`config.mk`:
```
export PLATFORM = sky130hd
export DESIGN_NAME = popcount_word_gen
export DESIGN_NICKNAME = d
export VERILOG_FILES = /design/src/rtl/popcount_word_gen.sv
export SDC_FILE = /design/constraint.sdc
export NUM_CORES = 1
export LEC_CHECK = 0
export ABC_CLOCK_PERIOD_IN_PS = 6700
export CORE_ASPECT_RATIO = 2
export CORE_MARGIN = 2
export CORE_UTILIZATION = 40
export CTS_CLUSTER_DIAMETER = 80
export DETAILED_ROUTE_END_ITERATION = 16
export HOLD_SLACK_MARGIN = 0.08
export SLEW_MARGIN = 20
export SYNTH_ARGS = -nofsm -noshare
export SYNTH_HDL_FRONTEND = slang
export SYNTH_SLANG_ARGS = --single-unit
```
`constraint.sdc`:
```
create_clock -name clk_i -period 6.7 [get_ports clk_i]
set_clock_uncertainty 0.1 [all_clocks]
set_input_delay 0.67 -clock clk_i [delete_from_list [all_inputs] [get_ports clk_i]]
set_output_delay 0.67 -clock clk_i [all_outputs]
set_load 0.1 [all_outputs]
```
`src/rtl/popcount_word_gen.sv`:
```
// popcount_word_gen: emits every WIDTH-bit word with exactly k ones, ascending.
// Optional POPGEN_WORD_CNT_EN adds word_cnt_o, the index of the current word.
module popcount_word_gen #(
    parameter int WIDTH = 32
) (
    input  logic                       clk_i,
    input  logic                       arstn_i,
    input  logic                       data_val_i,
    input  logic [$clog2(WIDTH)+1:0]   data_i,
    output logic                       data_val_o,
    input  logic                       data_ready_i,
    output logic [WIDTH-1:0]           data_o,
    output logic                       last_o,
    output logic                       busy_o,
`ifdef POPGEN_WORD_CNT_EN
    output logic [WIDTH-1:0]           word_cnt_o,
`endif
    output logic                       err_o
);

    localparam int KW = $clog2(WIDTH) + 2;
    localparam int CW = $clog2(WIDTH);
    localparam logic [KW-1:0] KMAX = KW'(WIDTH);

    typedef enum logic {
        IDLE,
        RUN
    } state_t;

    state_t           state;
    state_t           state_nxt;
    logic [WIDTH-1:0] word;
    logic [WIDTH-1:0] word_nxt;
    logic [KW-1:0]    k_q;
    logic [KW-1:0]    k_nxt;
    logic             err_q;
    logic             err_nxt;

    logic [WIDTH-1:0] c;
    logic [WIDTH-1:0] r;
    logic [WIDTH-1:0] succ;
    logic [CW-1:0]    ctz;
    logic [WIDTH-1:0] load_word;
    logic [WIDTH-1:0] top_mask;
    logic             accept;
    logic             req_ok;
    logic             req_bad;

    assign accept  = (state == RUN) && data_ready_i;
    assign req_ok  = (state == IDLE) && data_val_i && (data_i <= KMAX);
    assign req_bad = (state == IDLE) && data_val_i && (data_i > KMAX);

    // Gosper successor: isolate lowest set bit, ripple it, refill low ones.
    assign c    = word & (~word + WIDTH'(1));
    assign r    = word + c;
    assign succ = r | (((r ^ word) >> 2) >> ctz);

    // First word has the k low bits set; k == WIDTH shifts everything out.
    assign load_word = ~({WIDTH{1'b1}} << data_i);
    // Final word has the k top bits set; k == 0 gives the empty mask.
    assign top_mask  = ~({WIDTH{1'b1}} >> k_q);

    assign data_val_o = (state == RUN);
    assign busy_o     = (state == RUN);
    assign data_o     = word;
    assign err_o      = err_q;
    assign last_o     = (state == RUN) && (word == top_mask);

    // Trailing-zero count of the isolated low bit; lowest index wins.
    always_comb begin
        ctz = '0;
        for (int i = WIDTH - 1; i >= 0; i--) begin
            if (c[i]) begin
                ctz = CW'(i);
            end
        end
    end

    // Next-state and next-word selection.
    always_comb begin
        state_nxt = state;
        word_nxt  = word;
        k_nxt     = k_q;
        err_nxt   = 1'b0;
        unique case (state)
            IDLE: begin
                if (req_ok) begin
                    state_nxt = RUN;
                    word_nxt  = load_word;
                    k_nxt     = data_i;
                end else if (req_bad) begin
                    err_nxt = 1'b1;
                end
            end
            RUN: begin
                if (accept) begin
                    if (last_o) begin
                        state_nxt = IDLE;
                        word_nxt  = '0;
                    end else begin
                        word_nxt = succ;
                    end
                end
            end
            default: begin
                state_nxt = IDLE;
                word_nxt  = '0;
            end
        endcase
    end

    // State, word and request registers.
    always_ff @(posedge clk_i or negedge arstn_i) begin
        if (!arstn_i) begin
            state <= IDLE;
            word  <= '0;
            k_q   <= '0;
            err_q <= 1'b0;
        end else begin
            state <= state_nxt;
            word  <= word_nxt;
            k_q   <= k_nxt;
            err_q <= err_nxt;
        end
    end

`ifdef POPGEN_WORD_CNT_EN
    logic [WIDTH-1:0] cnt;

    assign word_cnt_o = cnt;

    // Index of the presented word; holds after the last beat.
    always_ff @(posedge clk_i or negedge arstn_i) begin
        if (!arstn_i) begin
            cnt <= '0;
        end else if (req_ok) begin
            cnt <= '0;
        end else if (accept && !last_o) begin
            cnt <= cnt + WIDTH'(1);
        end
    end
`endif

endmodule

```
# --- Word-level counts from Yosys, hierarchy flattened ---
# Index checks and enable logic that the tools add are counted.
classes:
  muxes: 43
  bitwise: 7
  eq_ne: 3
  addsub: 2
  order_cmp: 2
  n_shift: 3
  reduce_logical: 7
ops:
  columns: ["cell", "n"]
  rows:
  - ["$mux W5", 32]
  - ["$mux W32", 3]
  - ["$not A32 Y32", 3]
  - ["$pmux W32 S2", 1]
  - ["$add A32 B1 Y32 const B", 1]
  - ["$add A32 B32 Y32", 1]
  - ["$and A32 B32 Y32", 1]
  - ["$eq A32 B32 Y1", 1]
  - ["$or A32 B32 Y32", 1]
  - ["$shl A32 B7 Y32 const A", 1]
  - ["$shr A30 B5 Y32", 1]
  - ["$shr A32 B7 Y32 const A", 1]
  - ["$xor A32 B32 Y32", 1]
  - ["$gt A7 B6 Y1 const B", 1]
  - ["$le A7 B6 Y1 const B", 1]
  - ["$mux W1", 6]
  - ["$logic_and A1 B1 Y1", 5]
  - ["$reduce_and A2 Y1", 2]
  - ["$ne A2 B1 Y1 const B", 1]
  - ["$ne A2 B2 Y1 const B", 1]
  - ["$pmux W1 S2", 1]
  - ["$not A1 Y1", 1]
totals:
  word_cells: 71
  inputBits: 11
  out_inout_bits: 36
  reg_bits: 41

# --- Depth between registers and ports, before layout ---
depth:
  ltp_word: 40
  mapped_depth: 16
  mapped_depth_nobuf: 11

# --- Least setup slack after synthesis ---
# Ideal clock, no wire load.
synth_timing:
  path_type: "reg-to-reg"
  from: "reg word[6], in the netlist data_o[6]"
  to: "reg word[14], in the netlist data_o[14]"
  arrival_ps: 5914
  path_stages_with_launch: 12
  path_buffers: 2
  path_slack_ps: 563
  required_ps: 6477
  setup_ps: 123
  synth_period_minus_slack_ps: 6137
  path_cell_list: "dfrtp_1 buf_2 clkbuf_1 nand2_1 o32ai_1 a31oi_1 nor3b_1 nand4_1 nor4_1 o21ai_0 o21ai_0 nor2_1"
synth_via:
  word_cells_on_any_way: 44
  classes_between: "add/sub: 2; eq/ne: 1; shift: 1; mux: 35; bitwise: 4; reduce/logical: 1"
synth_lines:
  columns: ["element", "line", "rtl"]
  rows:
  - ["from (decl)", "32", "logic [WIDTH-1:0] word;"]
  - ["from (signal assigned)", "121", "word <= word_nxt;"]
  - ["$eq A32 B32 Y1", "67", "assign last_o = (state == RUN) && (word == top_mask);"]
  - ["$logic_and A1 B1 Y1", "67", null]
  - ["net last_o", "13", "output logic last_o,"]
  - ["$mux W32", "97", "if (last_o) begin"]
  - ["$mux W32", "96", "if (accept) begin"]
  - ["$pmux W32 S2", "85", "unique case (state)"]
# The timed path passes the listed nets, and every way through them passes these cells. The select of a mux whose other input is x is not followed.
# A chain may end at the register's enable or synchronous reset.

# --- Worst setup path in the final report ---
layout_timing:
  from: "reg k_q[6]"
  to: "out last_o"
layout_via:
  elab_chain_len: 4
layout_lines:
  columns: ["element", "line", "rtl"]
  rows:
  - ["from (decl)", "34", "logic [KW-1:0] k_q;"]
  - ["from (signal assigned)", "122", "k_q <= k_nxt;"]
  - ["$shr A32 B7 Y32", "61", "assign top_mask = ~({WIDTH{1'b1}} >> k_q);"]
  - ["$not A32 Y32", "61", null]
  - ["$eq A32 B32 Y1", "67", null]
  - ["$logic_and A1 B1 Y1", "67", null]
  - ["to (decl)", "13", null]
# No other way between the ends.

==> run metrics <==
status finished clean; vias per cell 7.414; Routed Antenna Nets 0; Synth Instances between 1000 and 1500; Clock Path Buffers 2; normalized max-slew margin 0.1950; Resized cells post-CTS 0; R2R cell count 12; Seq/Total Area, Yosys 0.1372; cts hold-fix bufs 0; R2R Setup Slk 1.50 ns; Core Util, Final 0.4553; Crit path arrival time 4.95 ns; final cell count without fillers 1351; CP Launch Type register; Placed Cells 1342; commonest non-fill, non-tap cell in the layout nand2_1; Place WS 1.414 ns; CTS Sinks 41; P_leak 3.065 nW; Post-Syn Nets 1143; Async S/R FF share, synth 1.000; ant diodes 0; syn_area_per_cell 6.605 sq um; WS Path Type reg -> out; final instance area 8334 sq um; Distinct cells, synth around 100; Setup Fix Bufs, Post-CTS 0; GR Util All Layers 0.4508; Ports 47; CTS tree done; fillers 1947; first-pass GRT wire length 65.03 mm; worst reg2reg startpoint data_o[16]; crit path time final 5.716 ns; Critical Path End last_o; max cap viols 0; Die W 100.7 um; measured slew at the worst slew-check pin about 1.2 ns; synth warn 0; Area Overhead vs Synth 11.46%; delay of the slowest cell on the worst path 1.29 ns; critical path's slowest cell clkdlybuf4s50_1; synthesis-stage register bit count 41; layout cells sized above 1 0.1066; core area 18310 sq um; # setup viols final 0; Fin Setup TNS 0 ns; WP data required 5.93 ns; drt first pass iters 5; CTS Buf Count 5; initial core utilization 0.4085; CP endpoint kind output port; CTS Root Cell clkbuf_16; Die H 197.4 um; fmax 0.1749 GHz; unrepaired setup endpoints after global routing false; most frequent cells in the layout nand2_1, nor2_1, a21oi_1; vias in the first global route 9572; Synth top area share 0.1372; Total Routed Length 45.09 mm; Final nets about 1100; maximum VDD drop 241.1 uV; Clk Latency, worst-skew pair roughly 0.31 ns; CTS clk-pin slew, worst paths 0.07 ns; Die Footprint 19870 sq um; CP max FO 12; global placement routability congestion 1.114; Final WS setup 0.9836 ns; multi-input logic area 5906 sq um; via count 10020; Hold WS 0.2592 ns; drt first-iter violations 1239; Critical R2R Capture data_o[16]; largest cells by area after synthesis dfrtp_1, a21oi_1, nand2_1; PwrDens ~500 nW/um^2; initial antenna violation count 0; Power, Total 4.202 mW; port bufs 46; worst min path class in -> async; ys flop type dfrtp_1; dpl hpwl 35.01 mm; drt wl/cell 33.37 um; cell taking the most area after synthesis dfrtp_1; Syn Std Cell Area approximately 7500 sq um; Setup crit start k_q[6]; H-tree levels 2; Max Slew Vio Count 0; final worst-path cycle share 0.8532; DRC viols 0; placed standard-cell area 8154 sq um; largest net degree at the start of global routing 34; row cnt 70; Final Hold Viols 0; area occupied by registers slightly above 1000 sq um; worst-path cell chain nor2_1, o21ai_0, xnor2_1, a2111oi_0, nand4_1, nor4_1, clkdlybuf4s50_1; remaining global-route overflow 0; Post-synth EDFFs 0
## sequential cells by signal (all words and copies together) (netlist names)
register / cells
k_q: 7
data_o: 32
busy_o: 1
err_o: 1
## critical path, delay by kind of cell (launching register included)
kind / cells / cell delay [ns]
flops: 1 / 0.45
buf+inv: 1 / 1.29
xor+xnor: 1 / 0.22
simple gates: 3 / 1.84
compound gates: 2 / 0.84
## kinds of logic (layout without fill, tap and decap cells)
logic type                count (synthesis)  after routing  share of synthesized area
and+or+nand+nor                         495            495                     0.3432
xor gates and xnor gates                 16             16                    0.01874
AOI/OAI and AO/OA                       409            409                     0.3718
buffers and inverters                   131            134                    0.07380
DFF                                      41             41                     0.1372
muxes                                    40             40                    0.05522
## per-layer routing
layer	up-vias	global-route usage	wire length, um
met1	4688	0.4713	14610
met2	759	0.7380	21150
met5	-	0	0
met3	283	0.09802	4046
li1	4286	-	-
met4	0	0.4049	5279
## cell type report
| class | instances | share of cell area |
|---|---|---|
| multi-input cells | 960 | 0.7086 |
| well taps | 216 | 0.03243 |
| flip-flops and latches | 41 | 0.1231 |
| clock buffers | 7 | 0.01711 |
| inverters | 29 | 0.01306 |
| clock inverters | 1 | 0.003603 |
| repair buffers | 97 | 0.1021 |
## worst min-delay path by stage
stage | start | slack, ns | cells after the start | to
floorplan | arstn_i | 0.27 | 0 | busy_o
global placement | k_q[5] | 0.48 | 1 | k_q[5]
detailed placement | k_q[5] | 0.49 | 1 | k_q[5]
CTS | arstn_i | 0.27 | 1 | data_o[1]
global route | arstn_i | 0.29 | 1 | data_o[1]
finish | arstn_i | 0.26 | 1 | data_o[1]
## synth_stat cells (4+ instances only)
library cell  instances
o22ai_1              18
mux2i_1              30
o221ai_1              7
a211o_1               4
nor3_1               41
nand2_1             125
and4_1                7
and3_1               13
buf_2                27
o211ai_1             24
nand2b_1             13
or2_2                10
nor2b_1              10
o31ai_1               8
nor3b_1               8
a22oi_1              10
nor4_2                6
xor2_1                6
clkbuf_1             67
o32ai_1               4
a221oi_1              5
a211oi_1             25
dfrtp_1              41
nor4_1               25
nor2_1              108
and2_1               18
o21ai_0              85
a21oi_1              95
nand4_1              17
o211a_1               6
inv_1                27
o21a_1                7
or4_1                 8
a31oi_1              21
or3_1                12
o21ai_1              15
a2111oi_0             6
xnor2_1              10
nand3_1              49
mux2_2                9
a21o_1                7
## report_power, final
group | leakage [nW] | internal (mW) | switching, mW
Combinational | 2.54 | 0.883 | 2.31
Clock | 0.0841 | 0.187 | 0.125
Sequential | 0.444 | 0.348 | 0.352
Total | 3.07 | 1.42 | 2.78
(Power assumes the default switching activity.)
